[src/rtl/aes_key_sched_ctrl.sv]
// Control FSM for AES-128/192/256 key expansion: walks the expanded word index,
// tells the shared key datapath which operation to apply to each word, and
// arbitrates for the shared S-box with a req/ack handshake.
// Latency: one word per cycle when no S-box is needed, two when it is, plus one
// cycle per cycle sbox_ack is withheld. All outputs are registered.
// Backpressure: sbox_req is held until sbox_ack; load_key is ignored while busy.
//
// Ports:
//   clk, reset_n        clock, asynchronous active-low reset
//   load_key, key_len   start request (sampled in IDLE); 0=128, 1=192, 2=256, 3=illegal
//   sbox_ack            S-box grant/result valid (may coincide with sbox_req)
//   busy, key_err       operation in progress / illegal-length pulse
//   word_we, word_idx,  datapath write strobe, word index i, operation
//   word_op, rcon       (COPY/XOR/ROT_SUB_RCON/SUB_ONLY) and round constant
//   sbox_req            S-box request
//   rk_valid, round_num round key complete (i mod 4 == 3), round number i>>2
//   expansion_done      one-cycle pulse in DONE
//   expand_cycles       cycle counter, present when KEYSCHED_PERF_CNT_EN is defined
module aes_key_sched_ctrl #(
  parameter int MAX_KEY_BITS = 256,
  parameter int WIDX_W       = 6
) (
  input  logic              clk,
  input  logic              reset_n,
  input  logic              load_key,
  input  logic [1:0]        key_len,
  input  logic              sbox_ack,
  output logic              busy,
  output logic              key_err,
  output logic              word_we,
  output logic [WIDX_W-1:0] word_idx,
  output logic [1:0]        word_op,
  output logic [7:0]        rcon,
  output logic              sbox_req,
  output logic              rk_valid,
  output logic [3:0]        round_num,
  output logic              expansion_done,
  output logic [7:0]        expand_cycles
);

  typedef enum logic [2:0] {S_IDLE, S_LOAD, S_SUB, S_XOR, S_DONE} state_t;

  localparam logic [1:0] OP_COPY    = 2'd0;
  localparam logic [1:0] OP_XOR     = 2'd1;
  localparam logic [1:0] OP_ROT     = 2'd2;
  localparam logic [1:0] OP_SUBONLY = 2'd3;

  state_t            state;
  logic [WIDX_W-1:0] k;        // i mod Nk, kept as a wrapping counter
  logic [WIDX_W-1:0] nk;       // Nk latched at acceptance
  logic [WIDX_W-1:0] nw_last;  // Nw-1 latched at acceptance

  logic [WIDX_W-1:0] nxt_i;
  logic [WIDX_W-1:0] nxt_k;
  logic              nxt_rot;
  logic              nxt_subonly;
  logic              nxt_rk;
  logic              key_ok;
  logic [7:0]        rcon_x2;

  always_comb begin
    nxt_i       = word_idx + 1'b1;
    nxt_k       = (k == nk - 1'b1) ? '0 : k + 1'b1;
    nxt_rot     = (nxt_k == '0);
    nxt_subonly = (nk == WIDX_W'(8)) && (nxt_k == WIDX_W'(4));
    nxt_rk      = (nxt_i[1:0] == 2'b11);
    // Key length in bits is 128 + 64*key_len; code 3 is never legal.
    key_ok      = (key_len != 2'd3) && ((128 + 64 * int'(key_len)) <= MAX_KEY_BITS);
    rcon_x2     = {rcon[6:0], 1'b0} ^ (rcon[7] ? 8'h1B : 8'h00);
  end

  always_ff @(posedge clk or negedge reset_n) begin
    if (!reset_n) begin
      state          <= S_IDLE;
      k              <= '0;
      nk             <= WIDX_W'(4);
      nw_last        <= '0;
      busy           <= 1'b0;
      key_err        <= 1'b0;
      word_we        <= 1'b0;
      word_idx       <= '0;
      word_op        <= OP_COPY;
      rcon           <= 8'h01;
      sbox_req       <= 1'b0;
      rk_valid       <= 1'b0;
      round_num      <= '0;
      expansion_done <= 1'b0;
    end else begin
      key_err        <= 1'b0;
      rk_valid       <= 1'b0;
      expansion_done <= 1'b0;
      case (state)
        S_IDLE: begin
          if (load_key) begin
            if (key_ok) begin
              state    <= S_LOAD;
              busy     <= 1'b1;
              word_we  <= 1'b1;
              word_op  <= OP_COPY;
              word_idx <= '0;
              k        <= '0;
              rcon     <= 8'h01;
              nk       <= WIDX_W'(4 + 2 * int'(key_len));
              nw_last  <= WIDX_W'(43 + 8 * int'(key_len));
            end else begin
              key_err <= 1'b1;
            end
          end
        end
        S_LOAD: begin
          word_idx <= nxt_i;
          if (word_idx == nk - 1'b1) begin
            // First derived word always has k == 0, so it needs RotWord+SubWord+Rcon.
            state    <= S_SUB;
            k        <= '0;
            word_we  <= 1'b0;
            sbox_req <= 1'b1;
            word_op  <= OP_ROT;
          end else begin
            rk_valid <= nxt_rk;
            if (nxt_rk) round_num <= 4'(nxt_i >> 2);
          end
        end
        S_SUB: begin
          if (sbox_ack) begin
            state    <= S_XOR;
            sbox_req <= 1'b0;
            word_we  <= 1'b1;
            rk_valid <= (word_idx[1:0] == 2'b11);
            if (word_idx[1:0] == 2'b11) round_num <= 4'(word_idx >> 2);
          end
        end
        S_XOR: begin
          // word_op still names the operation of the word being written here.
          if (word_op == OP_ROT) rcon <= rcon_x2;
          if (word_idx == nw_last) begin
            state          <= S_DONE;
            word_we        <= 1'b0;
            expansion_done <= 1'b1;
          end else begin
            word_idx <= nxt_i;
            k        <= nxt_k;
            if (nxt_rot || nxt_subonly) begin
              state    <= S_SUB;
              word_we  <= 1'b0;
              sbox_req <= 1'b1;
              word_op  <= nxt_rot ? OP_ROT : OP_SUBONLY;
            end else begin
              word_we  <= 1'b1;
              word_op  <= OP_XOR;
              rk_valid <= nxt_rk;
              if (nxt_rk) round_num <= 4'(nxt_i >> 2);
            end
          end
        end
        S_DONE: begin
          state <= S_IDLE;
          busy  <= 1'b0;
        end
        default: state <= S_IDLE;
      endcase
    end
  end

`ifdef KEYSCHED_PERF_CNT_EN
  // Reads 1 in the first LOAD cycle and the full length in the DONE cycle.
  always_ff @(posedge clk or negedge reset_n) begin
    if (!reset_n) begin
      expand_cycles <= '0;
    end else if (state == S_IDLE && load_key && key_ok) begin
      expand_cycles <= 8'd1;
    end else if ((state == S_LOAD || state == S_SUB || state == S_XOR) &&
                 expand_cycles != 8'hFF) begin
      expand_cycles <= expand_cycles + 1'b1;
    end
  end
`else
  assign expand_cycles = '0;
`endif

endmodule

[config.mk]
export PLATFORM = sky130hd
export DESIGN_NAME = aes_key_sched_ctrl
export DESIGN_NICKNAME = d
export VERILOG_FILES = /design/src/rtl/aes_key_sched_ctrl.sv
export SDC_FILE = /design/constraint.sdc
export NUM_CORES = 1
export LEC_CHECK = 0
export CAP_MARGIN = 25
export CORE_MARGIN = 5
export CORE_UTILIZATION = 45
export DETAILED_ROUTE_END_ITERATION = 8
export PLACE_DENSITY = 0.81
export SLEW_MARGIN = 20
export SYNTH_ARGS = -nofsm -noshare
export SYNTH_HDL_FRONTEND = slang
export SYNTH_SLANG_ARGS = --single-unit
export TNS_END_PERCENT = 5
[constraint.sdc]
create_clock -name clk -period 5.8 [get_ports clk]
set_input_delay 1.16 -clock clk [delete_from_list [all_inputs] [get_ports clk]]
set_output_delay 1.16 -clock clk [all_outputs]
set_load 0.01 [all_outputs]
==> results.md <==
- Dpl cell area: 2724 um^2
- Unrepaired setup endpoints after global routing: no
- Capture point of the worst reg-to-reg path: round_num[1]
- Power share of the clock group: 0.134
- Clock network latency to the later pin of the worst-skew pair: 290 ps
- Vias per cell: 5.157
- Initial antenna violation count: 0
- Overall power of the completed layout: 1.446 mW
- Proportion of layout cells with a drive suffix above 1: 0.1168
- DRC viols: 0
- Clock root buffer master: clkbuf_8
- Category of the worst setup path launch point: input port
- Share of the synthesized area in compound gates (AO/OA/AOI/OAI): 0.1618
- Net switching power of the design: 618.7 uW
- GRT Overall Usage: 0.1464
- Minimum setup slack after placement: 2549 ps
- Leading post-synthesis cells by instance count: dfrtp_1 (40), nand2_1 (25), o21ai_0 (22)
- Worst path arrival time: 3170 ps
- Antenna Nets Post-Route: 0
- Hold-fix buffer count after cts: 0
- Worst EP required: 5980 ps
- Top_reg_cell synth: dfrtp_1
- Internal power contribution: 827.0 uW
- Number of setup buffers added after CTS: 0
- Reported leakage power: 1.268 nW
- Final Skew: 3.287 ps
- Area share of and/or/nand/nor cells after synthesis: 0.1705
- Synth-to-Final Area Change: 17.05%
- Part of the Yosys area used for sequential elements: 0.4338
- Comb power frac: 0.510
- Dominant combinational cell family by area after synthesis: simple AND/OR/NAND/NOR gates
- Post-Synthesis Cells: 244
- Register bit count reported by yosys: 42
- Floorplan core area: 5172 um^2
- DIE AREA: 6966 um^2
- Finished Core Util: 0.5496
- Reg2Reg Setup Slack: 3230 ps
- Wire length reported by the detailed router: 4900 um
- Final hold viol count: 0
- Initial core utilization: 0.4695
- Global-route wire length before repair: 8307 um
- Final HPWL from detailed placement: 3613 um
- Share of flip-flops with an asynchronous set or reset after synthesis: 1.000
- Syn Std Cell Area: 2429 um^2
- Final cell area excluding filler cells: 2843 um^2
- Classification of the worst setup path: input port to flop
- Flop pwr share: 0.356
- Routed length per placed instance: 14.24 um
- VDD IR-drop max: 0.1882 mV
- Number of distinct library cells after synthesis: 53
- Cell types with the largest area share after synthesis: dfrtp_1 (41%), xor2_1 (6.1%), o21ai_0 (4.5%)
- Setup TNS: 0 ps
- Hold Crit Class: flop to flop
- Worst setup path startpoint: key_len[0]
- Number of enable-type register cells in the synthesized netlist: 0
- Resized Gates After CTS: 0
- Area share of the largest cell type after synthesis: 0.4122
- Largest net degree at the start of global routing: 43
- Clock slew at reported path FFs: 70 ps
- Average instance area after synthesis: 9.953 um^2
- Antenna diode instance count: 0
- Final Max Tran Viols: 0
- Fin nets: 286
- Minimum period implied by the final worst setup slack: 2990 ps
- Clock tree buffer depth: 2
- Count of synthesis-stage warnings from yosys: 0
- Mux share of post-synthesis cell area: 0.03400
- Final setup vio count: 0
- Endpoint class of the critical path: flop
- Die height: 83.47 um
- Global-route congestion overflow total: 0
- Reg2Reg Depth: 9
- Number of violations reported at the end of detailed-routing iteration 0: 158
- CTS tree: done
- Placed cell count: 335
- Slew headroom: 0.4007
- Max Fanout on Critical Path: 7
- Num rows: 26
- Number of standard cells in the layout, taps in and fillers out: 344
- Setup crit end: word_idx[2]
- Synthesized-area fraction occupied by xor and xnor cells: 0.08655
- Worst-case setup margin in the final layout: 2810 ps
- Fmax: 334.4 MHz
- Power per Cell Area: 508.5 nW/um^2
- Die Width: 83.47 um
- I/O pins: 40
- Max Cap Violations: 0
- Share of the clock period used by the worst path after layout: 0.5156
- Total via count in the routed design: 1774
- First-pass iteration count of the detailed router: 4
- Net switching share of the total power: 0.4280
- Number of global-route vias before repair: 1760
- Reg-to-reg critical path startpoint: nk[2]
- Maximum level of the CTS H-tree: 2
- GPL Wtd Cong: 0.8388
- Worst Tran Pin Value: 893.6 ps
- Leading cell type by number of instances after synthesis: dfrtp_1
- Final-layout worst hold slack: 495.5 ps
- Cell taking the most area after synthesis: dfrtp_1
- Number of sinks driven by the clock tree: 42
- Run status: finished clean
- Count of input and output buffers: 31
- Fill cell count: 459
- Post-synthesis share of cell area spent on full adders, half adders and majority gates: 0.03606
- Number of CTS-inserted buffers: 5
critical path, cell delays in order:
cell             delay, ps
clkdlybuf4s50_1        450
ha_1                   250
nor3b_1                360
and2_1                 350
nor2_1                 150
a21o_1                 180
mux2_2                 260
how the worst min path moves through the flow:
stage | cells after the start | end | slack, ps | startpoint
after detailed placement | 1 | nw_last[1] | 470 | nw_last[1]
after global routing | 1 | nw_last[1] | 530 | nw_last[1]
after CTS | 1 | nw_last[1] | 500 | nw_last[1]
after global placement | 1 | nw_last[1] | 470 | nw_last[1]
final | 1 | nw_last[1] | 500 | nw_last[1]
after floorplan | 1 | nw_last[1] | 450 | nw_last[1]
cells by family after synthesis:
group           after synthesis
xor+xnor                     24
buf+inv                      33
mux                           6
other cells                   1
compound gates               53
flops                        42
simple gates                 78
fa+ha+maj                     7
power by group through the flow:
stage | Clock (mW) | Sequential, mW | Combinational, mW
6_report | 0.193 | 0.515 | 0.737
5_1_grt | 0.211 | 0.533 | 0.816
4_1_cts | 0.200 | 0.514 | 0.743
3_5_place_dp | 0 | 0.519 | 0.740
3_3_place_gp | 0 | 0.515 | 0.718
2_1_floorplan | 0 | 0.489 | 0.570
final cells by class:
class	count	area, um^2	share of cell area
clock buffers	7	86.33	0.03037
clock inverters	1	5.005	0.001761
inverters	16	60.06	0.02113
multi-input cells	176	1217	0.4283
flip-flops and latches	42	1054	0.3706
well taps	70	87.58	0.03081
repair buffers	32	332.8	0.1171
registers in the layout, indices dropped and copies added, names as in the netlist:
register and count:
nk 3, word_op 2, state 3, rk_valid 1
nw_last 4, k 6, busy 1, round_num 4
expansion_done 1, rcon 8, word_idx 6, word_we 1
key_err 1, sbox_req 1
layer usage:
layer / up-vias / routed length [um] / track usage
met3: 10 / 232 / 0.03356
met1: 847 / 2150 / 0.1835
met5: - / 0 / 0
li1: 876 / - / -
met2: 41 / 2401 / 0.2398
met4: 0 / 116 / 0.06725
placed cells by master (no fill, tap or decap), types with 3 or more instances in the layout:
| cell | synthesis | final |
|---|---|---|
| nand2_1 | 25 | 25 |
| mux2_4 | 4 | 4 |
| o31ai_1 | 4 | 4 |
| conb_1 | 1 | 8 |
| clkbuf_8 | 0 | 6 |
| nor2_1 | 13 | 13 |
| and2_1 | 4 | 4 |
| xnor2_1 | 7 | 7 |
| a31oi_1 | 3 | 3 |
| nand3_1 | 17 | 17 |
| inv_1 | 16 | 16 |
| xor2_1 | 17 | 17 |
| ha_1 | 7 | 7 |
| a22o_1 | 3 | 3 |
| a21oi_1 | 3 | 3 |
| o21ai_0 | 22 | 22 |
| dfrtp_1 | 40 | 40 |
| clkdlybuf4s50_1 | 0 | 30 |
Note: power is estimated with default switching activity, not from simulation.
